$ cat src/rtl/div_iter_param.sv
// div_iter_param: iterative radix-2^RBITS restoring divider, signed/unsigned, with
// valid/ready handshakes, flush abort and divide-by-zero/overflow shortcuts.
module div_iter_param #(
   parameter int WIDTH = 32,
   parameter int RBITS = 3
) (
   input  logic             clk,
   input  logic             rst,
   input  logic             flush,
   input  logic             in_valid,
   output logic             in_ready,
   input  logic             is_signed,
   input  logic [WIDTH-1:0] dividend_in,
   input  logic [WIDTH-1:0] divisor_in,
   output logic             out_valid,
   input  logic             out_ready,
   output logic [WIDTH-1:0] quotient,
   output logic [WIDTH-1:0] remainder,
   output logic             div_by_zero
);
   localparam int ITER = (WIDTH + RBITS - 1) / RBITS;
   localparam int DW   = ITER * RBITS;
   localparam int PW   = WIDTH + RBITS;
   localparam int CW   = $clog2(ITER + 1);
   typedef enum logic [2:0] {S_IDLE, S_PREP, S_ITER, S_FIX, S_DONE} state_t;
   state_t           state_q, state_d;
   logic             sgn_q, sgn_d, qneg_q, qneg_d, rneg_q, rneg_d, dbz_q, dbz_d;
   logic [CW-1:0]    cnt_q, cnt_d;
   logic [DW-1:0]    sh_q, sh_d;
   logic [WIDTH-1:0] dm_q, dm_d, pr_q, pr_d, q_q, q_d, quo_q, quo_d, rem_q, rem_d;
   logic [PW-1:0]    shv, prod, sub;
   logic [RBITS-1:0] dig;
   logic [WIDTH-1:0] a_op;
   function automatic logic [WIDTH-1:0] mag(input logic [WIDTH-1:0] v, input logic s);
      return (s && v[WIDTH-1]) ? -v : v;
   endfunction
   // During PREP the shift register still holds the raw dividend in its low bits.
   assign a_op        = sh_q[WIDTH-1:0];
   assign shv         = {pr_q, sh_q[DW-1 -: RBITS]};
   assign in_ready    = (state_q == S_IDLE);
   assign out_valid   = (state_q == S_DONE);
   assign quotient    = quo_q;
   assign remainder   = rem_q;
   assign div_by_zero = dbz_q;
   // Largest digit whose multiple of the divisor still fits; multiples grow monotonically.
   always_comb begin
      dig  = '0;
      sub  = '0;
      prod = '0;
      for (int j = 1; j < (1 << RBITS); j++) begin
         prod = PW'(dm_q) * PW'(j);
         if (prod <= shv) begin
            dig = RBITS'(j);
            sub = prod;
         end
      end
   end
   always_comb begin
      state_d = state_q;
      sgn_d   = sgn_q;
      qneg_d  = qneg_q;
      rneg_d  = rneg_q;
      dbz_d   = dbz_q;
      cnt_d   = cnt_q;
      sh_d    = sh_q;
      dm_d    = dm_q;
      pr_d    = pr_q;
      q_d     = q_q;
      quo_d   = quo_q;
      rem_d   = rem_q;
      case (state_q)
         S_IDLE: if (in_valid) begin
            state_d = S_PREP;
            sgn_d   = is_signed;
            sh_d    = DW'(dividend_in);
            dm_d    = divisor_in;
         end
         S_PREP: begin
            qneg_d  = sgn_q & (a_op[WIDTH-1] ^ dm_q[WIDTH-1]);
            rneg_d  = sgn_q & a_op[WIDTH-1];
            cnt_d   = CW'(ITER);
            sh_d    = DW'(mag(a_op, sgn_q));
            dm_d    = mag(dm_q, sgn_q);
            pr_d    = '0;
            q_d     = '0;
            dbz_d   = 1'b0;
            state_d = S_ITER;
            if (dm_q == '0) begin
               state_d = S_DONE;
               quo_d   = '1;
               rem_d   = a_op;
               dbz_d   = 1'b1;
            end else if (sgn_q && a_op == {1'b1, {(WIDTH-1){1'b0}}} && &dm_q) begin
               state_d = S_DONE;
               quo_d   = a_op;
               rem_d   = '0;
            end
         end
         S_ITER: begin
            pr_d  = WIDTH'(shv - sub);
            q_d   = {q_q[WIDTH-RBITS-1:0], dig};
            sh_d  = sh_q << RBITS;
            cnt_d = cnt_q - CW'(1);
            state_d = (cnt_q == CW'(1)) ? S_FIX : S_ITER;
         end
         S_FIX: begin
            quo_d   = qneg_q ? -q_q : q_q;
            rem_d   = rneg_q ? -pr_q : pr_q;
            state_d = S_DONE;
         end
         S_DONE: state_d = out_ready ? S_IDLE : S_DONE;
         default: state_d = S_IDLE;
      endcase
      if (flush) state_d = S_IDLE;
   end
   always_ff @(posedge clk or posedge rst) begin
      if (rst) begin
         state_q <= S_IDLE;
         sgn_q   <= 1'b0;
         qneg_q  <= 1'b0;
         rneg_q  <= 1'b0;
         dbz_q   <= 1'b0;
         cnt_q   <= '0;
         sh_q    <= '0;
         dm_q    <= '0;
         pr_q    <= '0;
         q_q     <= '0;
         quo_q   <= '0;
         rem_q   <= '0;
      end else begin
         state_q <= state_d;
         sgn_q   <= sgn_d;
         qneg_q  <= qneg_d;
         rneg_q  <= rneg_d;
         dbz_q   <= dbz_d;
         cnt_q   <= cnt_d;
         sh_q    <= sh_d;
         dm_q    <= dm_d;
         pr_q    <= pr_d;
         q_q     <= q_d;
         quo_q   <= quo_d;
         rem_q   <= rem_d;
      end
   end
endmodule

$ cat config.mk
export PLATFORM = sky130hd
export DESIGN_NAME = div_iter_param
export DESIGN_NICKNAME = d
export VERILOG_FILES = /design/src/rtl/div_iter_param.sv
export SDC_FILE = /design/constraint.sdc
export NUM_CORES = 2
export LEC_CHECK = 0
export ABC_AREA = 1
export CORE_AREA = 8 8 291 321
export CTS_BUF_LIST = sky130_fd_sc_hd__clkbuf_16
export CTS_CLUSTER_SIZE = 20
export DETAILED_ROUTE_END_ITERATION = 6
export DIE_AREA = 0 0 299 329
export PLACE_DENSITY_LB_ADDON = 0.05
export SYNTH_ARGS = -nofsm -noshare
export SYNTH_HDL_FRONTEND = slang
export SYNTH_SLANG_ARGS = --single-unit
$ cat constraint.sdc
create_clock -name clk -period 6.8 [get_ports clk]
set_clock_uncertainty 0.15 [all_clocks]
set_input_delay 1.36 -clock clk [delete_from_list [all_inputs] [get_ports clk]]
set_output_delay 1.36 -clock clk [all_outputs]
set_load 0.02 [all_outputs]
# Word level (Yosys, flattened, before mapping)
# Cells that the tools add are included.
# classes
reduce_logical,16
n_div,0
n_shift,0
multipliers,4
n_bitwise,3
addsub,6
mux,39
eq_ne,11
n_lt_le_gt_ge,7
# ops
operator,count
$mux 32,16
$pmux 32 s2,5
$neg 32->32,4
$le 35x35->1,3
$pmux 33 s3,1
$le 34x35->1,2
$mul 32x3->35 const B,2
$mul 32x2->34 const B,2
$le 32x35->1,1
$le 33x35->1,1
$mux 3,11
$mux 33,1
$eq 32x32->1 const B,1
$logic_not 32->1,1
$reduce_and 32->1,1
$sub 32x32->32,1
$pmux 3 s5,1
$pmux 4 s2,1
$eq 3x2->1 const B,2
$ne 2x2->1 const B,3
$ne 3x3->1 const B,2
$reduce_and 2->1,3
$reduce_and 3->1,2
$reduce_bool 2->1,3
other kinds (10),16
# totals
wordCells,99
out_inout_bits,67
in_bits,70
regBits,204
romBits,0
latch_bits,0
mem_count,0
mem_bits_rw,0

# Depth between registers and ports, before layout
# depth
word_depth,10
depth_mapped,46
mapped_depth_nobuf,44

# Least setup slack after synthesis
# OpenSTA, ideal clock, no wires.
# synth_path
path_kind,reg2reg
from,reg dm_q[8]
to,reg pr_q[28]
path_buffers,2
period_less_slack_ns,6.693
path_slack_ns,0.107
arrival_time_ns,6.407
path_stages_with_launch,44
required_ns,6.514
setup_ns,0.136
path_cell_list,dfrtp_1 > fa_1 > ha_1 > nand2_1 > nor3_1 > nand2_1 > nand2_1 > nand2_1 > nand2_1 > o21ai_1 > o21bai_1 > a21oi_2 > o21a_1 > o21bai_1 > nand2_1 > nand3_1 > xor2_1 > ha_1 > (+8 left out) > inv_1 > buf_2 > o31ai_1 > nor2_1 > ha_1 > inv_1 > fa_1 > nand2_1 > o21ai_0 > a21oi_1 > inv_1 > nand3_1 > nand3_1 > nand3_1 > nand2_1 > a211o_1 > o21ai_0 > o21ai_0
# synth_between
elab_chain_len,10
elab_cells_between_ends,20
classes_between,add/sub: 1; mul: 4; order compare: 7; mux: 8
# synth_rtl
element,line,rtl
"start, declared",30,"logic [WIDTH-1:0] dm_q, dm_d, pr_q, pr_d, q_q, q_d, quo_q, quo_d, rem_q, rem_d;"
"start signal, assigned",138,dm_q <= dm_d;
branches (longest 7 deep; another with $le 34x35->1),-,
$mux 32 (*),52,if (prod <= shv) begin
$sub 32x32->32 (*),100,pr_d = WIDTH'(shv - sub);
$pmux 32 s2 (*),71,case (state_q)
"end signal, assigned",139,pr_q <= pr_d;
"end, declared",30,
# Mark *: on every way between the ends.
# A chain may end at the register's enable or synchronous reset.

# Worst setup path in the final report
# layout_path
from,reg dm_q[3]
to,reg pr_q[30]
# The elaborated chain is that of the path after synthesis.

==> metrics.cfg <==
[status]
status=complete, but fails checks
violations=negative setup slack

[synthesis]
ys_seq_elements=204
syn_area_um2=26130
synth_edf_count=0
yosysWarningCount=0
synth_cell_types=70
ys.flop_type=dfrtp_1
async_flop_share_pct=100.0
synth_nets=4223
syn_inst=3700
seq_area_frac_synth_pct=19.54
postSynthAreaPerCell_um2=7.061

[critical_path]
path_class=flip-flop to flip-flop
slowest_stage=fa_1
worstSetupEndpointType=flip-flop
cp.arrival_ns=7.33
rrSetupSlack_ns=-0.14
required_ns=7.19
crit_path_max_incr_delay_ns=0.52
path_common_cell=buf_4
startpoint_type=flip-flop
path_max_fanout=6

[placed_design]
dpl.cell_count=5594
numPortBuffers=136
dpl.hpwl_mm=98.42
globalplace.congestion=0.8822
pre_cts_ws_ns=-1.044

[clock_network]
clock-sinks=204
clk_latency_ns=0.62
cts_tree=yes
htreeDepth=1
cts.path.max_buffers=3
root_buffer=clkbuf_16
numCtsBuffers=29
path_clk_slew_ns=0.06
postCtsHoldBufs=0

[timing]
setup_viol=7
setup_ws_ns=-0.1395
rsz0062_at_grt=yes
hold_viol=0
tightest_slew_ns=0.9932
finalCritPeriodShare_pct=102.1
slew_violations=0
period_needed_ns=6.939
max_freq_mhz=144.1
max_slew_margin_pct=33.55

[route]
drt_iter0_markers=1724
first_pass_iters=6
vias=29480
wire_per_inst_um=21.41
wirelength_mm=122.6
viasPerCell=5.148
drtAntennaViolNets=0
remaining_drc_errors=0

[cells_and_area]
nets=5060
syn_to_final_growth_pct=43.52
nFillCells=9222
num_antenna_cells=0
drive_gt1_share_pct=26.45
fin_cells=5726

[die]
core_area_um2=88350
die_x_um=299
num_rows=115
initial_core_util_pct=29.57
die_y_um=329
fp.dieArea_um2=98370
ios=137

[global_routing]
grt_pass1_vias=29760
grt_pass1_wl_mm=182.8
grt_overflow=0
grt_start_max_net_pins=114
antenna_found_initial=1
grt_usage_pct=23.98

[run]
cap_violations=0

[min_path]
holdCritPathClass=flip-flop to flip-flop

[worst max-delay path, delay by kind of cell, from the launching register on]
| kind | cells | cell delay, ns |
|---|---|---|
| AO/OA/AOI/OAI | 8 | 1.01 |
| adder cells (fa/ha/maj) | 4 | 1.43 |
| buffers and inverters | 17 | 2.14 |
| flip-flops | 1 | 0.42 |
| AND/OR/NAND/NOR | 14 | 1.74 |
[synthesized netlist by cell type, types with 5 or more instances]
master	n	share of area (%)
inv_1	375	5.4
o211ai_1	51	1.5
clkinv_1	6	0.086
nand3_2	10	0.38
fa_1	35	2.7
o21ai_1	8	0.15
nor2_1	321	4.6
o21ai_0	262	5.0
a22oi_1	32	0.92
nand3_1	235	4.5
buf_1	9	0.13
nor2_2	8	0.19
o22ai_1	71	1.7
a21boi_0	5	0.14
nand2_1	667	9.6
nor3_4	6	0.37
nand4_1	53	1.3
nor3_1	39	0.75
o21bai_1	13	0.37
or2_2	15	0.36
ha_1	418	20
inv_2	12	0.17
xnor2_1	37	1.2
nor4_1	16	0.38
o221ai_1	41	1.4
a21oi_1	384	7.4
o21a_1	10	0.29
a21o_1	14	0.40
xor2_1	65	2.2
dfrtp_1	204	20
a31oi_1	52	1.2
a221oi_1	25	0.84
nand3b_1	7	0.20
nand2_2	12	0.29
nor3_2	12	0.46
a211oi_1	8	0.23
clkbuf_1	83	1.2
buf_2	23	0.44
nor2_4	6	0.26
[cells by family (layout without fill, tap and decap cells)]
| group | count (synthesis) | in the layout | share of synthesized area [%] |
|---|---|---|---|
| muxes | 2 | 2 | 0.08141 |
| buffers and inverters | 509 | 1365 | 7.437 |
| adders and majority gates | 453 | 453 | 22.70 |
| xor gates and xnor gates | 102 | 102 | 3.419 |
| and+or+nand+nor | 1426 | 1426 | 24.36 |
| AOI/OAI and AO/OA | 1004 | 1004 | 22.47 |
| DFF | 204 | 204 | 19.54 |
[flip-flops by register name, indices dropped and copies added (netlist names)]
signal       count
cnt_q            4
quotient        32
remainder       32
rneg_q           1
q_q             32
state_q          3
div_by_zero      1
sh_q            33
qneg_q           1
sgn_q            1
pr_q            32
dm_q            32
[routing by layer]
metal	part of all wire (%)	wire, µm	global-route usage [%]	vias to the layer above
met5	0	0	0	-
met1	43	53220	29.76	14080
met2	50	61490	44.06	598
met3	3.4	4129	2.050	157
met4	3.1	3770	6.605	0
li1	-	-	-	14640
[cells in the final DEF (no fill, tap or decap), types with 27 or more instances in the layout]
| master | instances |
|---|---|
| dfrtp_1 | 204 |
| nand4_1 | 53 |
| a22oi_1 | 31 |
| buf_4 | 740 |
| nand3_1 | 214 |
| buf_6 | 33 |
| a21oi_2 | 48 |
| o21ai_0 | 218 |
| ha_1 | 378 |
| o22ai_1 | 70 |
| ha_4 | 38 |
| xnor2_1 | 28 |
| a31oi_1 | 47 |
| inv_1 | 359 |
| nand2_2 | 39 |
| clkbuf_16 | 29 |
| o21ai_1 | 36 |
| xor2_1 | 55 |
| nand2_1 | 631 |
| fa_1 | 30 |
| inv_2 | 30 |
| o211ai_1 | 51 |
| clkdlybuf4s50_1 | 136 |
| nor3_1 | 28 |
| nand3_2 | 27 |
| nor2_1 | 309 |
| a21oi_1 | 329 |
[layout make-up]
cell class	instances	area [µm²]	share of cell area (%)
clock buffers	29	725.7	1.935
inverters	393	1486	3.964
multi-input cells	2987	21030	56.08
well taps	1170	1464	3.904
repair buffers	922	7528	20.08
clock inverters	21	157.7	0.4204
flip-flops and latches	204	5105	13.61
[per-stage QoR]
step / area (µm²) / util [%] / setup TNS (ns) / hold WS (ns)
2_1_floorplan: 26130 / - / 0 / 0.2956
5_1_grt: 37500 / 42.44 / -5.379 / 0.3550
3_5_place_dp: 33900 / 38.38 / -18.30 / 0.3153
3_3_place_gp: 33900 / 38.38 / -18.48 / 0.3089
6_report: 37500 / 42.44 / -0.4853 / 0.3185
4_1_cts: 36460 / 41.27 / -0.7614 / 0.3227
[worst paths after layout]
check,cells past startpoint,startpoint,to
hold / removal,1,cnt_q[3],cnt_q[3]
setup reg to reg,43,dm_q[3],pr_q[30]
setup / recovery,43,dm_q[3],pr_q[30]
min in group asynchronous,2,rst,q_q[5]
hold reg to reg,1,cnt_q[3],cnt_q[3]
max in group asynchronous,3,rst,quotient[25]
[what timing repair did]
| action | CTS | global route |
|---|---|---|
| buffers inserted | 55 | 29 |
| resized for setup | 245 | 179 |
| pin swaps | 112 | 87 |
| setup endpoints to repair | 27 | 26 |
Power is left out: the tool's default activity adds up to more than one toggle a clock period on the data nets, which glitch-free logic cannot reach.
